<file path="config.mk">
export PLATFORM = sky130hd
export DESIGN_NAME = tm1638_frame_writer
export DESIGN_NICKNAME = d
export VERILOG_FILES = /design/src/rtl/tm1638_frame_writer.sv
export SDC_FILE = /design/constraint.sdc
export NUM_CORES = 1
export LEC_CHECK = 0
export ABC_AREA = 1
export CORE_MARGIN = 2
export CORE_UTILIZATION = 25
export DETAILED_ROUTE_END_ITERATION = 16
export MAX_ROUTING_LAYER = met4
export PLACE_DENSITY = 0.5
export SETUP_SLACK_MARGIN = 0.2
export SLEW_MARGIN = 20
export SYNTH_ARGS = -nofsm -noshare
export SYNTH_HDL_FRONTEND = slang
export SYNTH_SLANG_ARGS = --single-unit
</file>
<file path="constraint.sdc">
create_clock -name clk_50M -period 2.2 [get_ports clk_50M]
set_clock_uncertainty 0.05 [all_clocks]
set_input_delay 0.33 -clock clk_50M [delete_from_list [all_inputs] [get_ports clk_50M]]
set_output_delay 0.33 -clock clk_50M [all_outputs]
set_load 0.005 [all_outputs]
</file>
<file path="src/rtl/tm1638_frame_writer.sv">
// tm1638_frame_writer: turns six BCD clock digits into a complete TM1638
// refresh (data-write command, address + 16 display bytes, display-on
// command) and bit-bangs it out on stb/sclk/dio. Write-only, LSB first.
module tm1638_frame_writer #(
   parameter int unsigned CLK_DIV    = 25,
   parameter logic [2:0]  BRIGHTNESS = 3'd7
) (
   input  logic       clk_50M,
   input  logic       RST,
   input  logic       start,
   input  logic [3:0] hour_tens,
   input  logic [3:0] hour_digits,
   input  logic [3:0] min_tens,
   input  logic [3:0] min_digits,
   input  logic [3:0] sec_tens,
   input  logic [3:0] sec_digits,
   output logic       busy,
   output logic       done,
   output logic       stb,
   output logic       sclk,
   output logic       dio,
   output logic [7:0] data_check
);

   // Divider must reach 2*CLK_DIV-1 for the inter-frame gap.
   localparam int unsigned   DivW     = $clog2(2 * CLK_DIV);
   localparam logic [DivW-1:0] DivLast = DivW'(CLK_DIV - 1);
   localparam logic [DivW-1:0] GapLast = DivW'(2 * CLK_DIV - 1);
   localparam logic [7:0]    CmdWrite = 8'h40;
   localparam logic [7:0]    CmdAddr0 = 8'hC0;
   localparam logic [7:0]    CmdDisp  = 8'h88 | {5'b00000, BRIGHTNESS};
   localparam logic [7:0]    SegDash  = 8'h40;

   typedef enum logic [2:0] {
      StIdle,
      StStbSetup,
      StBitLow,
      StBitHigh,
      StStbHold,
      StGap
   } state_e;

   state_e          r_state, w_state_nxt;
   logic [DivW-1:0] r_div,   w_div_nxt;
   logic [2:0]      r_bit,   w_bit_nxt;
   logic [4:0]      r_byte,  w_byte_nxt;
   logic [1:0]      r_frame, w_frame_nxt;
   logic [7:0]      r_tx,    w_tx_nxt;
   logic [7:0]      r_check, w_check_nxt;
   logic            r_done,  w_done_nxt;
   logic [23:0]     r_dig,   w_dig_nxt;

   logic            w_div_end;
   logic [4:0]      w_ld_idx;
   logic [4:0]      w_last_idx;
   logic [3:0]      w_addr;
   logic [7:0]      w_slot;
   logic [7:0]      w_ld_byte;

   // Common-cathode gfedcba encoding; non-BCD codes blank the digit.
   function automatic logic [7:0] seg7(input logic [3:0] d);
      case (d)
         4'd0:    seg7 = 8'h3F;
         4'd1:    seg7 = 8'h06;
         4'd2:    seg7 = 8'h5B;
         4'd3:    seg7 = 8'h4F;
         4'd4:    seg7 = 8'h66;
         4'd5:    seg7 = 8'h6D;
         4'd6:    seg7 = 8'h7D;
         4'd7:    seg7 = 8'h07;
         4'd8:    seg7 = 8'h7F;
         4'd9:    seg7 = 8'h6F;
         default: seg7 = 8'h00;
      endcase
   endfunction

   assign w_div_end  = (r_div == DivLast);
   // Index of the byte about to be loaded: 0 at frame start, else the next one.
   assign w_ld_idx   = (r_state == StStbSetup) ? 5'd0 : (r_byte + 5'd1);
   assign w_last_idx = (r_frame == 2'd1) ? 5'd16 : 5'd0;
   // F2 byte n (n>=1) carries display address n-1.
   assign w_addr     = w_ld_idx[3:0] - 4'd1;

   // Byte lookup for the current frame and load index.
   always_comb begin
      w_slot    = 8'h00;
      w_ld_byte = 8'h00;
      case (w_addr[3:1])
         3'd0:    w_slot = seg7(r_dig[23:20]);
         3'd1:    w_slot = seg7(r_dig[19:16]);
         3'd2:    w_slot = SegDash;
         3'd3:    w_slot = seg7(r_dig[15:12]);
         3'd4:    w_slot = seg7(r_dig[11:8]);
         3'd5:    w_slot = SegDash;
         3'd6:    w_slot = seg7(r_dig[7:4]);
         default: w_slot = seg7(r_dig[3:0]);
      endcase
      if (r_frame == 2'd0) begin
         w_ld_byte = CmdWrite;
      end else if (r_frame == 2'd1) begin
         if (w_ld_idx == 5'd0) begin
            w_ld_byte = CmdAddr0;
         end else if (!w_addr[0]) begin
            w_ld_byte = w_slot;
         end
      end else begin
         w_ld_byte = CmdDisp;
      end
   end

   // Next-state logic for the serial sequencer.
   always_comb begin
      w_state_nxt = r_state;
      w_div_nxt   = r_div;
      w_bit_nxt   = r_bit;
      w_byte_nxt  = r_byte;
      w_frame_nxt = r_frame;
      w_tx_nxt    = r_tx;
      w_check_nxt = r_check;
      w_done_nxt  = 1'b0;
      w_dig_nxt   = r_dig;
      unique case (r_state)
         StIdle: begin
            if (start) begin
               w_state_nxt = StStbSetup;
               w_div_nxt   = '0;
               w_bit_nxt   = 3'd0;
               w_byte_nxt  = 5'd0;
               w_frame_nxt = 2'd0;
               w_dig_nxt   = {hour_tens, hour_digits, min_tens, min_digits,
                              sec_tens, sec_digits};
            end
         end
         StStbSetup: begin
            if (w_div_end) begin
               w_state_nxt = StBitLow;
               w_div_nxt   = '0;
               w_bit_nxt   = 3'd0;
               w_byte_nxt  = 5'd0;
               w_tx_nxt    = w_ld_byte;
               w_check_nxt = w_ld_byte;
            end else begin
               w_div_nxt = r_div + 1'b1;
            end
         end
         StBitLow: begin
            if (w_div_end) begin
               w_state_nxt = StBitHigh;
               w_div_nxt   = '0;
            end else begin
               w_div_nxt = r_div + 1'b1;
            end
         end
         StBitHigh: begin
            if (w_div_end) begin
               w_div_nxt = '0;
               if (r_bit != 3'd7) begin
                  w_state_nxt = StBitLow;
                  w_bit_nxt   = r_bit + 3'd1;
               end else if (r_byte != w_last_idx) begin
                  // Bytes within a frame run back-to-back.
                  w_state_nxt = StBitLow;
                  w_bit_nxt   = 3'd0;
                  w_byte_nxt  = r_byte + 5'd1;
                  w_tx_nxt    = w_ld_byte;
                  w_check_nxt = w_ld_byte;
               end else begin
                  w_state_nxt = StStbHold;
               end
            end else begin
               w_div_nxt = r_div + 1'b1;
            end
         end
         StStbHold: begin
            if (w_div_end) begin
               w_div_nxt = '0;
               if (r_frame == 2'd2) begin
                  w_state_nxt = StIdle;
                  w_done_nxt  = 1'b1;
               end else begin
                  w_state_nxt = StGap;
               end
            end else begin
               w_div_nxt = r_div + 1'b1;
            end
         end
         StGap: begin
            if (r_div == GapLast) begin
               w_state_nxt = StStbSetup;
               w_div_nxt   = '0;
               w_frame_nxt = r_frame + 2'd1;
            end else begin
               w_div_nxt = r_div + 1'b1;
            end
         end
         default: begin
            w_state_nxt = StIdle;
         end
      endcase
   end

   // State register and datapath flops; reset aborts any transfer at once.
   always_ff @(posedge clk_50M or negedge RST) begin
      if (!RST) begin
         r_state <= StIdle;
         r_div   <= '0;
         r_bit   <= 3'd0;
         r_byte  <= 5'd0;
         r_frame <= 2'd0;
         r_tx    <= 8'h00;
         r_check <= 8'h00;
         r_done  <= 1'b0;
         r_dig   <= 24'h000000;
      end else begin
         r_state <= w_state_nxt;
         r_div   <= w_div_nxt;
         r_bit   <= w_bit_nxt;
         r_byte  <= w_byte_nxt;
         r_frame <= w_frame_nxt;
         r_tx    <= w_tx_nxt;
         r_check <= w_check_nxt;
         r_done  <= w_done_nxt;
         r_dig   <= w_dig_nxt;
      end
   end

   // Pin decode straight from state so reset forces idle levels immediately.
   assign busy       = (r_state != StIdle);
   assign done       = r_done;
   assign stb        = (r_state == StIdle) || (r_state == StGap);
   assign sclk       = (r_state != StBitLow);
   assign dio        = ((r_state == StBitLow) || (r_state == StBitHigh)) ? r_tx[r_bit] : 1'b1;
   assign data_check = r_check;

endmodule
</file>
Yosys cells after proc, flatten, opt, wreduce, memory -nomap -nowiden --
Memories as Yosys holds them, arrays and structs flattened. Cells that the tools add are included.
Storage, ports and cells: memories kept 6, memory bits (read-only) 672, bits in registers 52, output and inout bits 13
Memories:
- (no name shown) | words 16, bits a word 7, rd ports 1, clocked after Yosys merged registers in 0, write ports 0, line 62 | case (d)
- (no name shown) | words 16, bits a word 7, rd ports 1, clocked after Yosys merged registers in 0, write ports 0, line 62
- (no name shown) | words 16, bits a word 7, rd ports 1, clocked after Yosys merged registers in 0, write ports 0, line 62
- (no name shown) | words 16, bits a word 7, rd ports 1, clocked after Yosys merged registers in 0, write ports 0, line 62
- (no name shown) | words 16, bits a word 7, rd ports 1, clocked after Yosys merged registers in 0, write ports 0, line 62
- (no name shown) | words 16, bits a word 7, rd ports 1, clocked after Yosys merged registers in 0, write ports 0, line 62
Operators by class: reductions and logical operators 20, order comparisons 1, muxes and demuxes 47, eq/ne operators 27, add/subtract/negate cells 5
Operators with widths (number):
- 2-to-1 mux 8 bit | 8
- case mux 8 bit (6 select lines) | 1
- 2-to-1 mux 3 bit | 14
- 2-to-1 mux 5 bit | 7
- 2-to-1 mux 6 bit | 3
- case mux 3 bit (6 select lines) | 1
- case mux 6 bit (3 select lines) | 1
- inequality test 2 bit, second input constant | 8
- case mux 8 bit (2 select lines) | 1
- == test 3 bit, second input constant | 5
- case mux 5 bit (3 select lines) | 1
- == test 3 x 2 -> 1 bit, second input constant | 4
- AND reduction 6 bit | 2
- AND reduction 5 bit | 2
- case mux 3 bit (3 select lines) | 1
- nonzero test 3 bit | 3
- adder 6 x 1 -> 6 bit, second input constant | 1
- == test 3 x 1 -> 1 bit, second input constant | 2
- == test 6 x 5 -> 1 bit, second input constant | 1
- == test 6 bit, second input constant | 1
- logical NOT 3 bit | 2
- inequality test 3 bit, second input constant | 2
- adder 5 x 1 -> 5 bit, second input constant | 1
- logical NOT 5 bit | 1
- 19 further kinds | 27

Logic depth before layout (Yosys ltp) --
Gate-level depths: netlist (run 1).
depth after elaboration 14, mapped depth 17, mapped depth without buffers 17

Least setup slack after synthesis (run 1) --
OpenSTA, ideal clock, no wires.
path type flip-flop to flip-flop, from register r_byte[0], to register r_check[4] (netlist: data_check[4]), data arrival time 1923 ps, slack 111 ps, clock period less this slack 2089 ps, stages on the path, launching flop included 16, setup time 116 ps, required time 2034 ps, path buffers 1, cells stage by stage dfrtp_1 inv_2 ha_1 nor2_4 inv_1 nand2_2 nand2_2 nand2_2 nand2_2 buf_12 nor2_8 inv_2 a211oi_2 nor2_1 nand2_1 nand2_1
On the way: word-level cells in the longest chain between the ends 14
Ends and longest elaborated chain:
- start, declared | line 46 | logic [4:0] r_byte, w_byte_nxt;
- start signal, assigned | line 218 | r_byte <= w_byte_nxt;
- adder 5 x 1 -> 5 bit | line 79 | assign w_ld_idx = (r_state == StStbSetup) ? 5'd0 : (r_byte + 5'd1);
- 2-to-1 mux 5 bit | line 79
- subtractor 4 x 1 -> 4 bit | line 82 | assign w_addr = w_ld_idx[3:0] - 4'd1;
- == test 3 bit / == test 3 x 2 -> 1 bit (equally long branches) | line 88 | case (w_addr[3:1])
- OR reduction 2 bit (no line)
- case mux 8 bit (6 select lines) | line 88
- 2-to-1 mux 8 bit | line 103 | end else if (!w_addr[0]) begin
- 2-to-1 mux 8 bit | line 101 | if (w_ld_idx == 5'd0) begin
- 2-to-1 mux 8 bit | line 100 | end else if (r_frame == 2'd1) begin
- 2-to-1 mux 8 bit | line 98 | if (r_frame == 2'd0) begin
- 2-to-1 mux 8 bit | line 160 | end else if (r_byte != w_last_idx) begin
- 2-to-1 mux 8 bit | line 157 | if (r_bit != 3'd7) begin
- 2-to-1 mux 8 bit | line 155 | if (w_div_end) begin
- case mux 8 bit (2 select lines) | line 122 | unique case (r_state)
- end signal, assigned | line 221 | r_check <= w_check_nxt;
- end, declared | line 49 | logic [7:0] r_check, w_check_nxt;
Parallel ways exist; a longest one is shown, timed or not. The select of a mux whose other input is x is not followed. A chain may end at the register's enable or synchronous reset.

Final worst setup path (run 1) --
from register r_byte[1], to register r_check[3] (netlist: data_check[3])
Same word-level chain as after synthesis.

==> flow_metrics.py, run 1 <==
metrics = {
    "synth": {
        "ys.flop_type": "dfrtp_1",
        "synth.distinct_cells": 42,
        "synth_area_leaders": "dfrtp_1, nand2_1, ha_1, o21ai_0, inv_1",
        "netlist_instances": 557,
        "syn_area_mm2": 0.003963,
        "syn_nets": 618,
        "synth_warnings": 0,
        "synth_edf_count": 0,
        "synth_top_area_share_pct": 32.84,
        "syn_avg_cell_area_um2": 7.114,
        "ys_seq_area_share_pct": 32.84,
        "synthArstFlopShare_pct": 100.0,
        "yosys.area.top_type": "dfrtp_1",
        "synth-seq-cells": 52,
    },
    "worst_setup_path": {
        "required_ns": 2.35,
        "worstPathMaxFanout": 6,
        "path_class": "reg2reg",
        "cp-end-kind": "register",
        "start_kind": "register",
        "cp.arrival_ns": 2.28,
    },
    "floorplanning": {
        "start_util_pct": 25.22,
        "dieHeight_um": 129.9,
        "die_w_um": 129.9,
        "row_count": 46,
        "core_mm2": 0.01571,
        "ios": 40,
        "dieArea_mm2": 0.01687,
    },
    "sta": {
        "hold_viol_final": 0,
        "rsz0062_at_grt": "true",
        "setup_ws_ns": 0.06602,
        "slew_headroom_pct": 74.54,
        "finalSetupTns_ns": 0,
        "period_share_pct": 97.00,
        "setup_viol": 0,
        "clock.fmax_mhz": 468.6,
        "post-route-min-period_ns": 2.134,
        "tightest_slew_ns": 0.3778,
        "finalMaxSlewViolations": 0,
    },
    "clock_network": {
        "clk_pin_slew_ns": 0.08,
        "cts-buffers-inserted": 5,
        "clock_latency_ns": 0.31,
        "clockBufferDepth": 2,
        "cts-root-buf": "clkbuf_16",
        "clock-sinks": 52,
        "htree_num_levels": 2,
        "cts_tree": "yes",
    },
    "placed_design": {
        "portBuffers": 39,
        "dp_hpwl_mm": 7.721,
        "place.gp.congestion": 0.8541,
        "dp_slack_ns": -0.08497,
        "dpl.cell_count": 817,
    },
    "global_route": {
        "antenna_found_initial": 0,
        "grtUsageTotal_pct": 13.18,
        "grt_pass1_wl_mm": 17.46,
        "overflow": 0,
        "grt_start_max_net_pins": 53,
        "grt_pass1_vias": 3738,
    },
    "cells_and_area": {
        "final_nets": 698,
        "syn2layout_area_growth_pct": 36.12,
        "antenna_cells": 0,
        "layoutNonFillerInstCount": 854,
        "final_util_pct": 34.33,
        "layout_common_cells": "nand2_1, inv_1, o21ai_0, dfrtp_1, nor2_1",
        "layout.cells.most_common": "nand2_1",
        "drive_above_1_share_pct": 24.14,
    },
    "power_and_ir_drop": {
        "p_total_mw": 7.003,
        "vdd_drop_max_v": 0.0004057,
        "p_leak_nw": 2.494,
        "powerDensity_mw_per_mm2": 1298,
    },
    "status": {
        "status": "finished clean",
    },
    "route": {
        "route.vias.total": 3855,
        "wl_per_cell_um": 12.36,
        "drc_errors": 0,
        "post_drt_via_cell_ratio": 4.514,
        "firstDrtPassIters": 4,
        "wl_mm": 10.56,
        "drt_iter0_markers": 136,
        "ant_nets": 0,
    },
    "run": {
        "max_cap_viol_count": 0,
    },
    "hold_path": {
        "hp-class": "in2async",
    },
}
[state kept, by name, indices dropped and copies added, names as in the netlist]
name        flops
r_dig          24
data_check      8
r_div           6
r_byte          5
r_bit           3
r_state         3
r_frame         2
done            1
[final timing paths]
check	startpoint	to	slack [ns]	cells after the start
worst max-delay path	r_byte[1]	data_check[3]	0.07	17
max in group asynchronous	RST	r_bit[0]	1.32	3
worst min register to register	r_div[5]	r_div[5]	0.51	2
worst max register to register	r_byte[1]	data_check[3]	0.07	17
min in group clk_50M	r_div[5]	r_div[5]	0.51	2
worst min-delay path	RST	r_bit[2]	0.48	3
[final cells by class]
type	instances	area, um2
Multi-Input combinational cell	408	2575
Tap cell	216	270.3
Clock inverter	3	26.28
Clock buffer	5	125.1
Inverter	90	352.8
Sequential cell	52	1306
Timing Repair Buffer	80	738.2
Fill cell	1665	10320
[cells by family after synthesis]
kind of cell / Yosys count / synth area share, %
AO/OA/AOI/OAI: 114 / 15.72
XOR/XNOR: 2 / 0.4421
adder cells (fa/ha/maj): 34 / 10.74
buffers and inverters: 97 / 9.726
flip-flops: 52 / 32.84
AND/OR/NAND/NOR: 258 / 30.53
[power breakdown]
part,switching [mW],total (mW),internal [mW],leakage (nW)
combinational,2.78,4.59,1.82,1.75
clock,0.408,0.839,0.431,0.0744
sequential,0.308,1.57,1.26,0.671
total,3.49,7.00,3.51,2.49
[critical path, cell delays in order, from the launching register on]
cell and delay, ns:
dfrtp_1 0.42, inv_2 0.10, ha_4 0.22, nor2_4 0.14
inv_4 0.07, nand2_4 0.09, nand2_4 0.06, nand2_4 0.09
nand2_8 0.08, buf_6 0.13, nand2_8 0.09, nor2_4 0.04
nor2_2 0.09, nand3b_1 0.10, nand2_1 0.08, nand2_1 0.06
nand2_1 0.06, nand2_1 0.05
[per-stage QoR]
step	cell area (um2)	hold slack, ns
final	5394	0.4847
after global routing	5394	0.5382
after CTS	5111	0.5109
after detailed placement	4708	0.3060
after global placement	4708	0.3042
after floorplan	3975	-0.01559
[Yosys cell counts, types with 2 or more instances]
cell	instances
nor3_1	5
clkbuf_1	3
nor2_4	5
nand3b_1	3
dfrtp_1	52
nand2_4	2
buf_2	2
nand2_1	114
o22ai_1	4
or2_2	7
nor2_2	5
inv_1	82
nand3_1	35
nor2_1	60
a221oi_1	2
ha_1	34
nand3_4	2
a31oi_1	5
nand2_2	6
o21ai_0	67
o21ai_1	2
a21oi_1	24
o211ai_1	4
inv_2	7
nand4_1	8
[timing repair]
action / 4_1_cts / 5_1_grt
buffers inserted: 16 / 12
pin swaps: 20 / 32
setup endpoints to repair: 13 / 26
gates resized for setup: 42 / 57
hold buffers: 1 / 0
endpoints found under the hold margin: 52 / 0
cloned: 0 / 0
[layer usage]
metal | vias up | track usage [%] | share of wire, %
met5 | - | - | 0
met4 | 0 | 4.870 | 2.4
met3 | 14 | 2.583 | 2.3
met2 | 48 | 21.13 | 48
met1 | 1820 | 16.52 | 47
li1 | 1973 | - | -
(Power assumes the default switching activity.)
==> run 2: changes to the inputs <==
CORE_MARGIN = unset   (was 2)
PLACE_DENSITY = 0.48   (was 0.5)
clock period = 2.74 ns   (was 2.2 ns; I/O delays follow)
==> flow_metrics.py, run 2 (same netlist as run 1, synthesis figures left out) <==
metrics = {
    "global_route": {
        "use_met3_pct": 2.629,
        "grtUsageMet1_pct": 17.37,
        "grtUsageTotal_pct": 13.50,
        "grt_pass1_wl_mm": 17.07,
        "antenna_found_initial": 0,
        "overflow": 0,
        "grt_start_max_net_pins": 49,
        "grtUsageMet2_pct": 21.36,
        "grt_pass1_vias": 3626,
        "top_usage_layer": "met2",
    },
    "worst_setup_path": {
        "crit_slowest_cell": "clkdlybuf4s50_1",
        "crit_chain": "inv_1 -> nor3_2 -> inv_1 -> nand2_1 -> clkdlybuf4s50_1",
        "cp.arrival_ns": 1.91,
        "cp-end-kind": "primary output",
        "slowest_delay_ns": 0.52,
        "cp_common_cell": "inv_1",
        "r2r-start": "r_byte[0]",
        "crit_family": "buffers and inverters",
        "path_class": "reg2out",
        "start_kind": "register",
        "cp.buffers_inverters": 3,
        "worstPathMaxFanout": 6,
        "required_ns": 2.28,
        "startpoint": "r_state[0]",
    },
    "placed_design": {
        "dpl.cell_count": 803,
        "place.gp.congestion": 0.9035,
        "dp_slack_ns": 0.2637,
        "dp_hpwl_mm": 7.830,
        "portBuffers": 39,
    },
    "clock_network": {
        "cts_tree": "yes",
        "cts-buffers-inserted": 5,
        "clockBufferDepth": 2,
        "cts-root-buf": "clkbuf_16",
        "hold_buffers": 0,
        "clock_latency_ns": 0.30,
        "htree_num_levels": 2,
        "clk_pin_slew_ns": 0.07,
        "clock-sinks": 52,
    },
    "floorplanning": {
        "die_w_um": 127.9,
        "dieArea_mm2": 0.01636,
        "dieHeight_um": 127.9,
        "ios": 40,
        "start_util_pct": 25.87,
        "row_count": 45,
        "core_mm2": 0.01531,
    },
    "sta": {
        "tightest_slew_ns": 0.6235,
        "setup_viol": 0,
        "finalMaxSlewViolations": 0,
        "finalSetupTns_ns": 0,
        "slew_headroom_pct": 58.43,
        "clock.fmax_mhz": 421.9,
        "setup_ws_ns": 0.3696,
        "period_share_pct": 86.51,
        "post-route-min-period_ns": 2.370,
        "hold_viol_final": 0,
        "rsz0062_at_grt": "false",
    },
    "power_and_ir_drop": {
        "p_total_mw": 4.923,
        "powerDensity_mw_per_mm2": 1028,
        "p_leak_nw": 2.253,
        "vdd_drop_max_v": 0.0003412,
    },
    "hold_path": {
        "hp-class": "in2async",
    },
    "cells_and_area": {
        "antenna_cells": 0,
        "syn2layout_area_growth_pct": 20.90,
        "layout.cells.most_common": "nand2_1",
        "layoutNonFillerInstCount": 812,
        "final_util_pct": 31.28,
        "drive_above_1_share_pct": 9.651,
        "layout_common_cells": "nand2_1, inv_1, o21ai_0, nor2_1, dfrtp_1",
        "final_nets": 661,
        "largest_reg_flops": 24,
        "regMostFlops": "r_dig",
    },
    "status": {
        "status": "finished clean",
    },
    "route": {
        "route.vias.total": 3645,
        "firstDrtPassIters": 5,
        "wl_mm": 9.838,
        "wl_per_cell_um": 12.12,
        "ant_nets": 0,
        "post_drt_via_cell_ratio": 4.489,
        "drt_iter0_markers": 217,
        "drc_errors": 0,
    },
    "run": {
        "max_cap_viol_count": 0,
    },
}
==> run 2: cell count changes in the layout (fill, tap and decap cells not counted), moves of 5 or more <==
cell	delta
nor2_2	-10
inv_4	-5
inv_1	+13
inv_2	-8
buf_4	-30
nor2_1	+19
nand2_1	+8
nor2_4	-9
==> run 2: what timing repair did <==
action	4_1_cts	5_1_grt
resized for setup	0	5
buffers inserted	0	1
endpoints found under the hold margin	0	0
endpoints found under the setup margin	0	7
==> run 2: cell type report <==
cell class	instances	area [um2]
clock inverter	3	42.54
sequential	52	1301
inverter	90	340.3
timing repair buffer	43	415.4
clock buffer	5	125.1
fill	1650	10520
tap	211	264.0
multi-input combinational	408	2302
==> run 2: power by group <==
group          leakage [nW]  switching, mW  internal, mW
combinational          1.50           1.90          1.04
clock                0.0798          0.296         0.430
sequential            0.676          0.241          1.01
==> run 2: worst paths after layout <==
path	endpoint	cells past startpoint	slack, ns
worst max-delay path	stb	5	0.37
worst min-delay path	r_dig[17]	1	0.07
worst max register to register	data_check[1]	15	0.41
worst min register to register	r_div[5]	2	0.51
max in group asynchronous	r_dig[2]	2	1.92
min in group clk_50M	r_div[5]	2	0.51
==> run 2: per-layer routing <==
layer  vias to the layer above  part of all wire (%)
met5                         -                     0
met4                         0                   1.6
met3                        11                   3.1
met2                        54                    46
met1                      1692                    49
li1                       1888                     -
==> run 2: per-stage QoR <==
step,area (um2),hold WS [ns]
after floorplan,3963,0.06541
after global routing,4791,0.1252
after global placement,4592,0.4150
after CTS,4760,0.09275
final,4791,0.07460
after detailed placement,4592,0.4204
==> RTL change (flow settings as in run 1) <==
The parameter `CLK_DIV` goes from 25 to 50.
--- a/src/rtl/tm1638_frame_writer.sv
+++ b/src/rtl/tm1638_frame_writer.sv
@@ -3,5 +3,5 @@
 // command) and bit-bangs it out on stb/sclk/dio. Write-only, LSB first.
 module tm1638_frame_writer #(
-   parameter int unsigned CLK_DIV    = 25,
+   parameter int unsigned CLK_DIV    = 50,
    parameter logic [2:0]  BRIGHTNESS = 3'd7
 ) (
Formal check against the unedited RTL: no difference found for any inputs over 10 cycles, from zero or initial values and one cycle with RST low; that may be too few to reach the edited logic, so the function may still have changed.
==> RTL change against run 1 <==
- clock power rose by 12%
- setup slack improved by 0.0024 ns
- power fell by 4.2%
- sequential cell count rose by 1
- critical path type unchanged
- synthesized cell count fell by 2.7%
- cell area fell by 3.2%
- synthesized area fell by 1.8%
- critical endpoint is now data_check[5]$_DFFE_PN0P_
- routed wire length fell by 0.58%
- highest routed layer unchanged
- cell count fell by 5.7%
- largest cell class unchanged
==> RTL change: results (changes against run 1) <==
[worst_setup_path]
rr_worst_depth=16  ; -1
worstSetupStartpoint=r_byte[0]$_DFFE_PN0P_
worstSetupEndpoint=data_check[5]$_DFFE_PN0P_

[detailed_routing]
wl_per_cell_um=13.0  ; +5.5%
vias=3762  ; -2.4%
wl_met2_um=4870  ; -3.9%
drt_iter0_drc=142  ; +4.4%
met3_length_um=343  ; +44%

[global_routing]
grtUsageMet3_pct=2.54  ; -0.047 points
grt_pass1_wl_um=17500  ; +0.51%
grtUsageMet1_pct=16.1  ; -0.40 points
grt_pass1_vias=3775  ; +0.99%
grt_max_degree=49  ; -7.5%

[logic_synthesis]
ys_seq_area_share_pct=34.1  ; +1.2 points
synth_cells=542  ; -2.7%
synth.net_count=602  ; -2.6%
synth_commonest_cells=126 x nand2_1, 70 x inv_1, 64 x nor2_1
yosys.cell_types.count=40  ; -4.8%

[place]
pre_cts_ws_ns=-0.0157  ; +0.0692 ns
placedCellCount=779  ; -4.7%
place_congestion=0.908  ; +6.4%
dp_hpwl_um=8020  ; +3.9%

[final_layout]
drive_gt1_share_pct=20.3  ; -3.9 points
fillers=1615  ; -3.0%

[pwr]
leakagePower_nw=2.45  ; -1.7%
ir_drop_mv=0.435  ; +7.2%

[outcome]
status=complete, no violations

RTL change: per-stage QoR:
stage | utilization, % | hold slack [ns] | instance area, sq um | TNS (ns)
2_1_floorplan | - | -0.0156 | 3920 | 0
3_3_place_gp | 30.5 | 0.220 | 4640 | 0
3_5_place_dp | 30.5 | 0.220 | 4640 | -0.0221
4_1_cts | 33.2 | 0.431 | 5050 | 0
5_1_grt | 34.3 | 0.455 | 5220 | -0.187
6_report | 34.3 | 0.414 | 5220 | 0
RTL change: cells by family after synthesis:
group	share of synthesized area [%]
buf+inv	8.13
fa+ha+maj	10.6
flops	34.1
compound gates	16.2
xor+xnor	0.900
simple gates	30.1
RTL change: worst register-to-register path, delay by kind of cell, from the launching register on:
family                   cells  cell delay, ns
AO/OA/AOI/OAI                2            0.21
adder cells (fa/ha/maj)      1            0.28
buffers and inverters        4            0.32
flip-flops                   1            0.42
AND/OR/NAND/NOR              9            0.75
RTL change: cell type report:
| cell class | instances | area [sq um] | share of cell area, % |
|---|---|---|---|
| well taps | 188 | 235 | 4.51 |
| inverters | 75 | 297 | 5.68 |
| clock buffers | 5 | 125 | 2.40 |
| clock inverters | 3 | 46.3 | 0.887 |
| flip-flops and latches | 53 | 1340 | 25.6 |
| multi-input cells | 407 | 2500 | 47.8 |
| repair buffers | 74 | 684 | 13.1 |
RTL change: power by group:
group	total (W)	internal (W)	switching, W	leakage, nW
combinational	0.00417	0.00163	0.00254	1.73
clock	0.000942	0.000540	0.000402	0.0800
sequential	0.00159	0.00128	0.000312	0.643
RTL change: repair_timing:
action | CTS | global route
buffers inserted | 11 | 6
gates resized for setup | 50 | 33
setup endpoints to repair | 14 | 22
gates cloned | 0 | 0
hold buffers | 1 | 0
pin swaps | 31 | 24
endpoints found under the hold margin | 12 | 0
